### config.mk
export PLATFORM = sky130hd
export DESIGN_NAME = accel_tilt_classifier
export DESIGN_NICKNAME = d
export VERILOG_FILES = /design/src/rtl/accel_pkg.sv /design/src/rtl/tilt_axis_fsm.sv /design/src/rtl/accel_tilt_classifier.sv
export SDC_FILE = /design/constraint.sdc
export NUM_CORES = 1
export LEC_CHECK = 0
export ABC_AREA = 1
export CAP_MARGIN = 20
export CORE_ASPECT_RATIO = 0.7
export CORE_UTILIZATION = 30
export DETAILED_ROUTE_END_ITERATION = 8
export GPL_ROUTABILITY_DRIVEN = 0
export HOLD_SLACK_MARGIN = 0.15
export RECOVER_POWER = 50
export SLEW_MARGIN = 20
export SYNTH_ARGS = -nofsm -noshare
export SYNTH_HDL_FRONTEND = slang
export SYNTH_SLANG_ARGS = --single-unit
### constraint.sdc
create_clock -name SYSCLK -period 1.7 [get_ports SYSCLK]
set_input_delay 0.17 -clock SYSCLK [delete_from_list [all_inputs] [get_ports SYSCLK]]
set_output_delay 0.17 -clock SYSCLK [all_outputs]
set_load 0.02 [all_outputs]
### src/rtl/accel_pkg.sv
// Shared types for the accelerometer tilt classifier: axis state encoding,
// tilt bit positions and the committed-state to tilt-vector decode.
package accel_pkg;

  typedef enum logic [1:0] {
    NEUTRAL = 2'd0,
    POS     = 2'd1,
    NEG     = 2'd2
  } axis_state_t;

  localparam int TILT_LEFT  = 0;
  localparam int TILT_RIGHT = 1;
  localparam int TILT_FWD   = 2;
  localparam int TILT_BACK  = 3;

  localparam int AXIS_X = 0;
  localparam int AXIS_Y = 1;

  // Y high is left, Y low is right; X high is forward, X low is backward.
  function automatic logic [3:0] tilt_decode(input axis_state_t x_state,
                                             input axis_state_t y_state);
    logic [3:0] t;
    t             = 4'b0000;
    t[TILT_LEFT]  = (y_state == POS);
    t[TILT_RIGHT] = (y_state == NEG);
    t[TILT_FWD]   = (x_state == POS);
    t[TILT_BACK]  = (x_state == NEG);
    return t;
  endfunction

endpackage

### src/rtl/tilt_axis_fsm.sv
// One axis of the tilt classifier: threshold/hysteresis candidate plus debounce.
// With ACCEL_TILT_STICKY_EN defined a NEUTRAL candidate never commits.
module tilt_axis_fsm
  import accel_pkg::*;
#(
  parameter int unsigned DATA_W       = 12,
  parameter int unsigned HIGH_THR     = 9'h1C0,
  parameter int unsigned LOW_THR      = 9'h050,
  parameter int unsigned HYST         = 8'h10,
  parameter int unsigned DEBOUNCE_CNT = 3
) (
  input  logic              SYSCLK,
  input  logic              reset2,
  input  logic              sample_valid,
  input  logic [DATA_W-1:0] value,
  output axis_state_t       state_next
);

  localparam int unsigned CNT_W = $clog2(DEBOUNCE_CNT + 1);

  localparam logic [DATA_W-1:0] HIGH_ENTER = DATA_W'(HIGH_THR);
  localparam logic [DATA_W-1:0] HIGH_HOLD  = DATA_W'(HIGH_THR - HYST);
  localparam logic [DATA_W-1:0] LOW_ENTER  = DATA_W'(LOW_THR);
  localparam logic [DATA_W-1:0] LOW_HOLD   = DATA_W'(LOW_THR + HYST);
  localparam logic [CNT_W-1:0]  CNT_MAX    = CNT_W'(DEBOUNCE_CNT);
  localparam logic [CNT_W-1:0]  CNT_ONE    = CNT_W'(1);

  axis_state_t      state_reg;
  axis_state_t      pend_reg;
  axis_state_t      pend_next;
  axis_state_t      cand;
  logic [CNT_W-1:0] cnt_reg;
  logic [CNT_W-1:0] cnt_next;
  logic [CNT_W-1:0] cnt_inc;

  // Entry thresholds win over hold bands; hold bands only keep the current state.
  always_comb begin
    cand = NEUTRAL;
    if (value >= HIGH_ENTER) begin
      cand = POS;
    end else if (value <= LOW_ENTER) begin
      cand = NEG;
    end else if ((state_reg == POS) && (value >= HIGH_HOLD)) begin
      cand = POS;
    end else if ((state_reg == NEG) && (value <= LOW_HOLD)) begin
      cand = NEG;
    end
`ifdef ACCEL_TILT_STICKY_EN
    if (cand == NEUTRAL) begin
      cand = state_reg;
    end
`endif
  end

  always_comb begin
    state_next = state_reg;
    pend_next  = pend_reg;
    cnt_next   = cnt_reg;
    cnt_inc    = (cnt_reg == CNT_MAX) ? cnt_reg : cnt_reg + 1'b1;
    if (sample_valid) begin
      if (cand == state_reg) begin
        cnt_next = '0;
      end else begin
        if (cand == pend_reg) begin
          cnt_next = cnt_inc;
        end else begin
          pend_next = cand;
          cnt_next  = CNT_ONE;
        end
        // Commit on the sample that completes the run; POS<->NEG is direct.
        if (cnt_next == CNT_MAX) begin
          state_next = pend_next;
          cnt_next   = '0;
        end
      end
    end
  end

  always_ff @(posedge SYSCLK) begin
    if (reset2) begin
      state_reg <= NEUTRAL;
      pend_reg  <= NEUTRAL;
      cnt_reg   <= '0;
    end else begin
      state_reg <= state_next;
      pend_reg  <= pend_next;
      cnt_reg   <= cnt_next;
    end
  end

endmodule

### src/rtl/accel_tilt_classifier.sv
// Two-axis accelerometer tilt classifier with debounced, hysteretic commits.
// Optional legacy sticky-tilt mode is selected by defining ACCEL_TILT_STICKY_EN.
module accel_tilt_classifier
  import accel_pkg::*;
#(
  parameter int unsigned DATA_W       = 12,
  parameter int unsigned HIGH_THR     = 9'h1C0,
  parameter int unsigned LOW_THR      = 9'h050,
  parameter int unsigned HYST         = 8'h10,
  parameter int unsigned DEBOUNCE_CNT = 3
) (
  input  logic              SYSCLK,
  input  logic              reset2,
  input  logic              sample_valid,
  input  logic [DATA_W-1:0] accel_x,
  input  logic [DATA_W-1:0] accel_y,
  output logic [3:0]        tilt,
  output logic              tilt_valid,
  output logic              tilt_changed
);

  // Hold bands must not overlap and the entry threshold must be representable.
  if ((longint'(LOW_THR) + longint'(HYST)) >= (longint'(HIGH_THR) - longint'(HYST))) begin : g_bad_hyst
    $error("accel_tilt_classifier: LOW_THR+HYST must be below HIGH_THR-HYST");
  end
  if (longint'(HIGH_THR) >= (longint'(1) << DATA_W)) begin : g_bad_high
    $error("accel_tilt_classifier: HIGH_THR does not fit in DATA_W bits");
  end
  if ((DEBOUNCE_CNT < 1) || (DEBOUNCE_CNT > 255)) begin : g_bad_debounce
    $error("accel_tilt_classifier: DEBOUNCE_CNT must be in 1..255");
  end

  logic [DATA_W-1:0] axis_value [2];
  axis_state_t       axis_next  [2];

  assign axis_value[AXIS_X] = accel_x;
  assign axis_value[AXIS_Y] = accel_y;

  genvar gi;
  generate
    for (gi = 0; gi < 2; gi++) begin : g_axis
      tilt_axis_fsm #(
        .DATA_W       (DATA_W),
        .HIGH_THR     (HIGH_THR),
        .LOW_THR      (LOW_THR),
        .HYST         (HYST),
        .DEBOUNCE_CNT (DEBOUNCE_CNT)
      ) u_axis (
        .SYSCLK       (SYSCLK),
        .reset2       (reset2),
        .sample_valid (sample_valid),
        .value        (axis_value[gi]),
        .state_next   (axis_next[gi])
      );
    end
  endgenerate

  logic [3:0] tilt_reg;
  logic [3:0] tilt_next;
  logic       tilt_valid_reg;
  logic       tilt_changed_reg;

  // Decoding the axes' next state keeps the output one cycle behind the sample.
  assign tilt_next = tilt_decode(axis_next[AXIS_X], axis_next[AXIS_Y]);

  always_ff @(posedge SYSCLK) begin
    if (reset2) begin
      tilt_reg         <= 4'b0000;
      tilt_valid_reg   <= 1'b0;
      tilt_changed_reg <= 1'b0;
    end else begin
      tilt_valid_reg   <= sample_valid;
      tilt_changed_reg <= sample_valid && (tilt_next != tilt_reg);
      if (sample_valid) begin
        tilt_reg <= tilt_next;
      end
    end
  end

  assign tilt         = tilt_reg;
  assign tilt_valid   = tilt_valid_reg;
  assign tilt_changed = tilt_changed_reg;

endmodule

# Word-level counts from Yosys, hierarchy flattened
# Cells that the tools add are included.
[classes]
reduce_logical = 7
mux = 28
addsub = 2
order_cmp = 8
eq_ne = 17
bitwise_logic = 2
[op_table]
columns = ["op", "count"]
rows = [
  ["2-bit two-way mux", 28],
  ["12-bit by 9-bit >= comparator with 1-bit output, second input constant", 4],
  ["12-bit by 7-bit <= comparator with 1-bit output, second input constant", 4],
  ["2-bit == test, second input constant", 8],
  ["2-bit by 1-bit == test with 1-bit output, second input constant", 4],
  ["2-bit == test", 4],
  ["1-bit logical AND", 5],
  ["2-bit by 1-bit adder with 2-bit output, second input constant", 2],
  ["4-bit != test", 1],
  ["2-bit AND reduction", 2],
  ["1-bit NOT", 2],
]
[word_totals]
in_bits = 27
out_inout_bits = 6
wordCells = 73
regBits = 18

# Logic depth before layout (Yosys ltp)
# Gate-level depths: netlist of run 1.
[depth]
ltp_word = 17
depth_mapped = 17
depth_no_buf = 17

# Cells and area by module
# Synthesis of run 1 repeated with hierarchy kept, for this count alone.
[hier_totals]
hier_cells = 232
hier_area_um2 = 1402.6
[modules_own_cells]
columns = ["mod", "area_per_inst_um2", "cells_each", "seq_area_each_um2", "n_inst"]
rows = [
  ["tilt_axis_fsm", 565.5, 95, 120.1, 2],
  ["accel_tilt_classifier", 271.5, 42, 120.1, 1],
]

# Least setup slack after synthesis of run 1
# Ideal clock, no wire load.
[synth_path]
path_type = "reg-to-reg"
startpoint = "reg g_axis[1].u_axis.state_reg[0]"
endpoint = "reg tilt_changed_reg (netlist: tilt_changed)"
path_slack_ps = 138
arrival_ps = 1445
path_stages_with_launch = 16
setup_ps = 117
synth_period_minus_slack_ps = 1562
t_required_ps = 1583
path_buffers = 0
path_cell_list = "dfxtp_1 inv_2 nor3_2 nand2_1 nand2_2 nand2_1 nand2_2 nand3_2 nor2_4 nand3_1 nand2_1 nand2_1 nand2_1 nand2_1 nor2_1 a21oi_1"
[synth_via]
elab_chain_len = 17
word_cells_on_any_way = 22
classes_between = "eq/ne: 8; mux: 11; reduce/logical: 3"
[synth_lines]
columns = ["item", "line", "source"]
rows = [
  ["start, declared", "tilt_axis_fsm.sv:28", "axis_state_t state_reg;"],
  ["start signal, assigned", "tilt_axis_fsm.sv:85", "state_reg <= state_next;"],
  ["2-bit == test", "tilt_axis_fsm.sv:45", "end else if ((state_reg == NEG) && (value <= LOW_HOLD)) begin"],
  ["1-bit logical AND", "tilt_axis_fsm.sv:45", ""],
  ["2-bit two-way mux", "tilt_axis_fsm.sv:45", ""],
  ["2-bit two-way mux", "tilt_axis_fsm.sv:43", "end else if ((state_reg == POS) && (value >= HIGH_HOLD)) begin"],
  ["2-bit two-way mux", "tilt_axis_fsm.sv:41", "end else if (value <= LOW_ENTER) begin"],
  ["2-bit two-way mux", "tilt_axis_fsm.sv:39", "if (value >= HIGH_ENTER) begin"],
  ["2-bit == test", "tilt_axis_fsm.sv:64", "if (cand == pend_reg) begin"],
  ["2-bit two-way mux", "tilt_axis_fsm.sv:64", ""],
  ["2-bit two-way mux", "tilt_axis_fsm.sv:61", "if (cand == state_reg) begin"],
  ["2-bit two-way mux", "tilt_axis_fsm.sv:60", "if (sample_valid) begin"],
  ["2-bit == test", "tilt_axis_fsm.sv:71", "if (cnt_next == CNT_MAX) begin"],
  ["2-bit two-way mux", "tilt_axis_fsm.sv:71", ""],
  ["2-bit two-way mux", "tilt_axis_fsm.sv:61", ""],
  ["2-bit two-way mux *", "tilt_axis_fsm.sv:60", ""],
  ["2-bit by 1-bit == test with 1-bit output / 2-bit == test (equally long branches)", "accel_pkg.sv:24, accel_pkg.sv:25", ""],
  ["4-bit != test *", "accel_tilt_classifier.sv:73", "tilt_changed_reg <= sample_valid && (tilt_next != tilt_reg);"],
  ["1-bit logical AND *", "accel_tilt_classifier.sv:73", ""],
  ["end signal, assigned", "accel_tilt_classifier.sv:73", ""],
  ["end, declared", "accel_tilt_classifier.sv:61", "logic tilt_changed_reg;"],
]
# Every way passes the cells marked *; elsewhere a longest branch is shown, timed or not. The select of a mux whose other input is x is not followed.
# A chain may end at the register's enable or synchronous reset.

# Final worst setup path of run 1
# Same ends and word-level chain as after synthesis.

==> run_results.csv, run 1 <==
group,metric,value,unit
clocking,cts-root-buf,"clkbuf_8",
finish,layout.nets,315,
sta,slew-limit-headroom,83.2,%
grt,grt_overflow,0,
die,die_area,4750,um2
placed_design,dp_hpwl,2640,um
synth,yosysTopAreaCell,"dfxtp_1",
power,vdd.ir_drop.worst,336,uV
synth,yosysSeqAreaShare,26.9,%
die,coreArea,4090,um2
finish,final_cells,339,
synth,syn_area,1340,um2
die,rows,19,
setup_path,startpoint_type,"register",
finish,drive_above_1_share,33.1,%
sta,setup_viol_count_final,0,
grt,grt_max_degree,11,
synth,syn_nets,254,
clocking,insertion_delay,250,ps
power,p_int,0.778,mW
setup_path,arrival,1850,ps
die,io_pins,33,
synth,synth_top_area_share,26.9,%
placed_design,port-buffer-count,32,
die,die_y,57.9,um
setup_path,worstPathRequired,1850,ps
placed_design,dp.cells,326,
sta,slew_viol_final,0,
synth,synth-warning-count,0,
grt,grt_pass1_vias,1365,
synth,ys_seq_elements,18,
clocking,hold_buffers,0,
setup_path,crit_type,"reg2reg",
setup_path,critPathCaptureType,"register",
drt,wl_per_cell,10.6,um
power,p_per_area,516,nW/um2
power,leakage,0.995,nW
worst_hold_path,hold_class,"reg2reg",
clocking,clk_pin_slew_worst_paths,70,ps
drt,detail-route-antenna-nets,0,
sta,clock_skew,3.53,ps
drt,drt-initial-drc-count,75,
sta,rsz0062_at_grt,"yes",
finish,n_antenna_cell,0,
grt,antenna_found_initial,0,
job,maxCapViolations,0,
power,pwr-share-comb,25.7,%
sta,tightest_slew,252,ps
drt,drc,0,
drt,wirelength,3600,um
drt,drt-pass1-iter-count,4,
drt,vias,1519,
clocking,cts_tree,"yes",
die,dieWidth,81.9,um
sta,period_minus_slack,1700,ps
setup_path,path_max_fanout,4,
sta,min_period_over_period,99.9,%
drt,vias_per_cell,4.48,
finish,area_delta_synth_final,57.7,%
synth,synth_cells,227,
clocking,cts.sinks,18,
finish,utilization,51.7,%
synth,ys_types,25,
sta,fmax,589,MHz
sta,timing.setup.tns,0,ps
power,clockPowerShare,32.1,%
grt,grt_usage,16.1,%
power,switching_power,0.315,mW
grt,grt_pass1_wl,5930,um
clocking,cts_buffers,3,
clocking,htreeDepth,1,
die,start_util,32.8,%
synth,synth_area_leaders,"dfxtp_1 (27%), nand2_1 (19%), inv_1 (9.8%)",
clocking,cts_buffer_depth,2,
power,p_sw_share,28.8,%
power,seqPwrFrac,42.3,%
synth,synth.avg_cell_area,5.91,um2
sta,hold_viol,0,
run_status,status,"complete, no violations",
==> cells by family (layout without fill, tap and decap cells) <==
group                     after synthesis  count (layout)  synth area share [%]
AOI/OAI and AO/OA                      27              27                  11.2
xor gates and xnor gates                1               1                 0.653
buffers and inverters                  40             100                  11.3
DFF                                    18              18                  26.9
and+or+nand+nor                       141             141                  50.0
==> metal layers <==
layer / up-vias / global-route usage, % / routed length [um]
met2: 19 / 21.8 / 1470
met1: 661 / 25.6 / 2020
met5: - / 0 / 0
met4: 0 / 3.01 / 8
li1: 837 / - / -
met3: 2 / 3.31 / 97
==> path summary, 6_finish.rpt <==
path,start,endpoint,slack [ps],depth (start not counted)
worst max register to register,g_axis[1].u_axis.state_reg[0],tilt_changed,2,15
worst min-delay path,g_axis[1].u_axis.cnt_reg[0],g_axis[1].u_axis.cnt_reg[0],480,2
worst min register to register,g_axis[1].u_axis.cnt_reg[0],g_axis[1].u_axis.cnt_reg[0],480,2
worst max-delay path,g_axis[1].u_axis.state_reg[0],tilt_changed,2,15
==> timing repair <==
item,in CTS,in global routing
pin swaps,35,22
setup endpoints to repair,7,11
resized for setup,45,35
setup buffers,5,5
cloned,0,0
==> cell usage after synthesis <==
library cell,number
a31oi_1,1
or2_0,1
a21boi_2,1
a21oi_1,13
nand4_1,1
nand3_2,4
buf_2,1
nor2_4,1
nor2_2,3
a221oi_1,1
o21ai_0,10
nand3_1,17
nor2_1,25
clkbuf_1,2
inv_1,35
nand3b_1,6
nand2_1,69
dfxtp_1,18
nand4_2,2
nand2_2,8
xor2_1,1
o2111ai_1,1
nor3_1,2
inv_2,2
nor3_2,2
==> layout make-up <==
class	count	area, um2
Fill cell	409	1970
Clock buffer	4	55.1
Tap cell	52	65.1
Multi-Input combinational cell	169	988
Timing Repair Buffer	59	498
Inverter	37	141
Sequential cell	18	368
==> through the flow <==
step	hold slack (ps)	setup WS (ps)	power, mW	instance area (um2)
floorplan	432	138	0.598	1340
global placement	448	-386	0.729	1850
detailed placement	458	-400	0.729	1850
CTS	468	0.363	1.08	1990
global route	504	-116	1.15	2120
finish	478	1.87	1.09	2120
==> cells in the final DEF, fill, tap and decap left out <==
master           Yosys  routed
o2111ai_2            0       1
or2_1                0       1
clkbuf_2             0       1
buf_4                0      25
dlygate4sd3_1        0       4
nor3_2               2       4
buf_6                0       2
nor2_1              25      21
nor2_4               1       1
nand2_1             69      54
nand3_4              0       2
nand3_1             17      11
dfxtp_4              0       1
nand3_2              4       8
clkdlybuf4s15_1      0       1
a31oi_4              0       1
dfxtp_2              0       3
a21oi_2              0       2
nor2_2               3       7
nand3b_1             6       6
o21ai_0             10       9
inv_4                0       1
clkbuf_8             0       4
dlygate4sd2_1        0      22
xor2_1               1       1
nand2_2              8      21
inv_2                2       6
a21oi_1             13      11
nand4_4              0       2
inv_1               35      30
a221oi_1             1       1
nand2_4              0       2
clkdlybuf4s50_1      0       4
nand4_1              1       1
a21boi_2             1       1
o21ai_1              0       1
dfxtp_1             18      14
==> power by group through the flow <==
stage	sequential, mW	clock (mW)	combinational [mW]
global route	0.464	0.380	0.310
detailed placement	0.470	0	0.259
floorplan	0.476	0	0.122
CTS	0.462	0.363	0.255
global placement	0.471	0	0.258
finish	0.462	0.350	0.280
==> worst max-delay path, stage by stage (launching register included) <==
cell and delay (ps):
dfxtp_2 340, inv_4 70, nand3_2 60, nor2_2 120, nand2_2 100, nand3_4 90, buf_6 100, nand2_2 40
nand2_2 80, nand4_4 110, nand2_2 120, nand2_4 60, nand3b_1 80, nand2_1 60, nor2_1 90, a21oi_1 70
No activity file was read; power rests on OpenSTA's default activity.
==> run 2: changes to the inputs <==
--- a/config.mk
+++ b/config.mk
@@ -11,9 +11,8 @@
 export CORE_UTILIZATION = 30
 export DETAILED_ROUTE_END_ITERATION = 8
 export GPL_ROUTABILITY_DRIVEN = 0
-export HOLD_SLACK_MARGIN = 0.15
 export RECOVER_POWER = 50
-export SLEW_MARGIN = 20
+export SLEW_MARGIN = 10
 export SYNTH_ARGS = -nofsm -noshare
 export SYNTH_HDL_FRONTEND = slang
 export SYNTH_SLANG_ARGS = --single-unit
==> results of run 2 <==
Final layout, timing and power as in run 1 (identical DEF).
==> run 3: changes to the inputs <==
--- a/config.mk
+++ b/config.mk
@@ -8,6 +8,7 @@
 export ABC_AREA = 1
 export CAP_MARGIN = 20
 export CORE_ASPECT_RATIO = 0.7
+export CORE_MARGIN = 10
 export CORE_UTILIZATION = 30
 export DETAILED_ROUTE_END_ITERATION = 8
 export GPL_ROUTABILITY_DRIVEN = 0
==> run_results.csv, run 3 (same netlist as run 1, synthesis figures left out) <==
group,metric,value,unit
run_status,status,"complete, no violations",
setup_path,critPathSlowestCell,"dfxtp_4",
die,coreArea,4330,um2
die,rows,20,
power,p_total,1.12,mW
die,dieWidth,99.9,um
finish,drive_above_1_share,36.7,%
sta,slew_viol_final,0,
finish,mostFrequentLayoutCells,"nand2_1 (48), buf_4 (32), inv_1 (29)",
grt,grt_pass1_wl,6380,um
worst_hold_path,hold_class,"reg2reg",
grt,grt_overflow,0,
sta,min_period_over_period,96.8,%
setup_path,crit_path_cell_trace,"nor3_2 > nand2_1 > nand2_2 > nand2_2 > nand2_4 > nand3_4 > nor2_4 > nand3_2 > nand2_2 > nand2_2 > nand2_2 > nand2_1 > nor2_1 > a21oi_1",
power,p_per_area,505,nW/um2
clocking,cts_buffer_depth,2,
job,maxCapViolations,0,
sta,period_minus_slack,1640,ps
clocking,clk_pin_slew_worst_paths,70,ps
placed_design,port-buffer-count,32,
placed_design,dp_hpwl,2950,um
grt,grt_util_met1,13.3,%
sta,rsz0062_at_grt,"yes",
setup_path,path_buf_inv,0,
setup_path,path_max_fanout,4,
grt,grt_max_degree,11,
drt,drc,0,
clocking,htreeDepth,1,
finish,n_antenna_cell,0,
clocking,cts-root-buf,"clkbuf_8",
die,start_util,31.0,%
sta,setup_viol_count_final,0,
die,die_area,7590,um2
finish,nFillCells,461,
power,leakage,1.05,nW
setup_path,critPathCaptureType,"register",
drt,detail-route-antenna-nets,0,
setup_path,worstPathRequired,1850,ps
clocking,insertion_delay,260,ps
grt,busiest_layer,"met2",
finish,final_area,2220,um2
setup_path,arrival,1800,ps
clocking,hold_buffers,0,
setup_path,startpoint_type,"register",
sta,clock_skew,1.28,ps
finish,layout_commonest_cell,"nand2_1",
clocking,cts_buffers,3,
drt,drt-initial-drc-count,64,
clocking,cts.sinks,18,
drt,vias_per_cell,4.49,
sta,fmax,608,MHz
placed_design,placed_area,1910,um2
grt,grt_usage,9.89,%
grt,met3_usage,3.35,%
finish,area_delta_synth_final,65.7,%
finish,layout.nets,322,
setup_path,cpPeakStageDelay,360,ps
sta,hold_viol,0,
die,die_y,75.9,um
setup_path,crit_family,"simple AND/OR/NAND/NOR gates",
drt,drt-pass1-iter-count,4,
drt,wirelength,3900,um
sta,slew-limit-headroom,83.1,%
grt,grt_use_met2,14.6,%
die,io_pins,33,
sta,tightest_slew,254,ps
setup_path,crit_type,"reg2reg",
drt,wl_per_cell,11.2,um
grt,antenna_found_initial,0,
grt,grt_pass1_vias,1448,
setup_path,path_common_cell,"nand2_2",
drt,vias,1567,
power,vdd.ir_drop.worst,549,uV
clocking,cts_tree,"yes",
==> run 3: repair_timing <==
action / CTS / global route
endpoints found under the setup margin: 9 / 15
pin swaps: 45 / 35
endpoints found under the hold margin: 0 / 0
gates resized for setup: 54 / 39
gates cloned: 0 / 0
buffers inserted: 5 / 4
==> run 3: path summary, 6_finish.rpt <==
kind,end,cells after the start,start,slack [ps]
max,tilt_changed,14,g_axis[1].u_axis.state_reg[1],60
min,g_axis[1].u_axis.cnt_reg[0],2,g_axis[1].u_axis.cnt_reg[0],480
max reg2reg,tilt_changed,14,g_axis[1].u_axis.state_reg[1],60
min reg2reg,g_axis[1].u_axis.cnt_reg[0],2,g_axis[1].u_axis.cnt_reg[0],480
==> run 3: per-layer routing <==
metal  part of all wire (%)  vias up
met5                      0        -
li1                       -      850
met3                    5.8        2
met1                     49      692
met4                   0.56        0
met2                     45       23
==> run 3: final cells by class <==
cell class                 count  area [um2]  area share [%]
clock buffer                   4        55.1            2.48
sequential                    18         368            16.6
inverter                      37         139            6.25
timing repair buffer          66         546            24.5
tap                           55        68.8            3.10
multi-input combinational    169        1050            47.1
==> run 3: per-stage QoR <==
step | worst slack, ps | cells | utilization [%] | setup TNS (ps) | hold WS, ps
floorplan | 138 | 227 | - | 0 | 432
global placement | -393 | 336 | 44.0 | -4120 | 451
detailed placement | -416 | 336 | 44.0 | -4250 | 456
CTS | 3.92 | 345 | 48.1 | 0 | 468
global route | -99.5 | 349 | 51.3 | -302 | 504
finish | 55.2 | 349 | 51.3 | 0 | 481
==> run 3: tightest hold or removal path, stage by stage, from the launching register on <==
cell	delay (ps)
dfxtp_1	320
nand2_1	60
a21oi_1	50
==> run 3: where the power goes <==
group | internal (mW) | switching (mW)
Combinational | 0.145 | 0.159
Sequential | 0.443 | 0.0195
Clock | 0.206 | 0.150
Total | 0.794 | 0.328
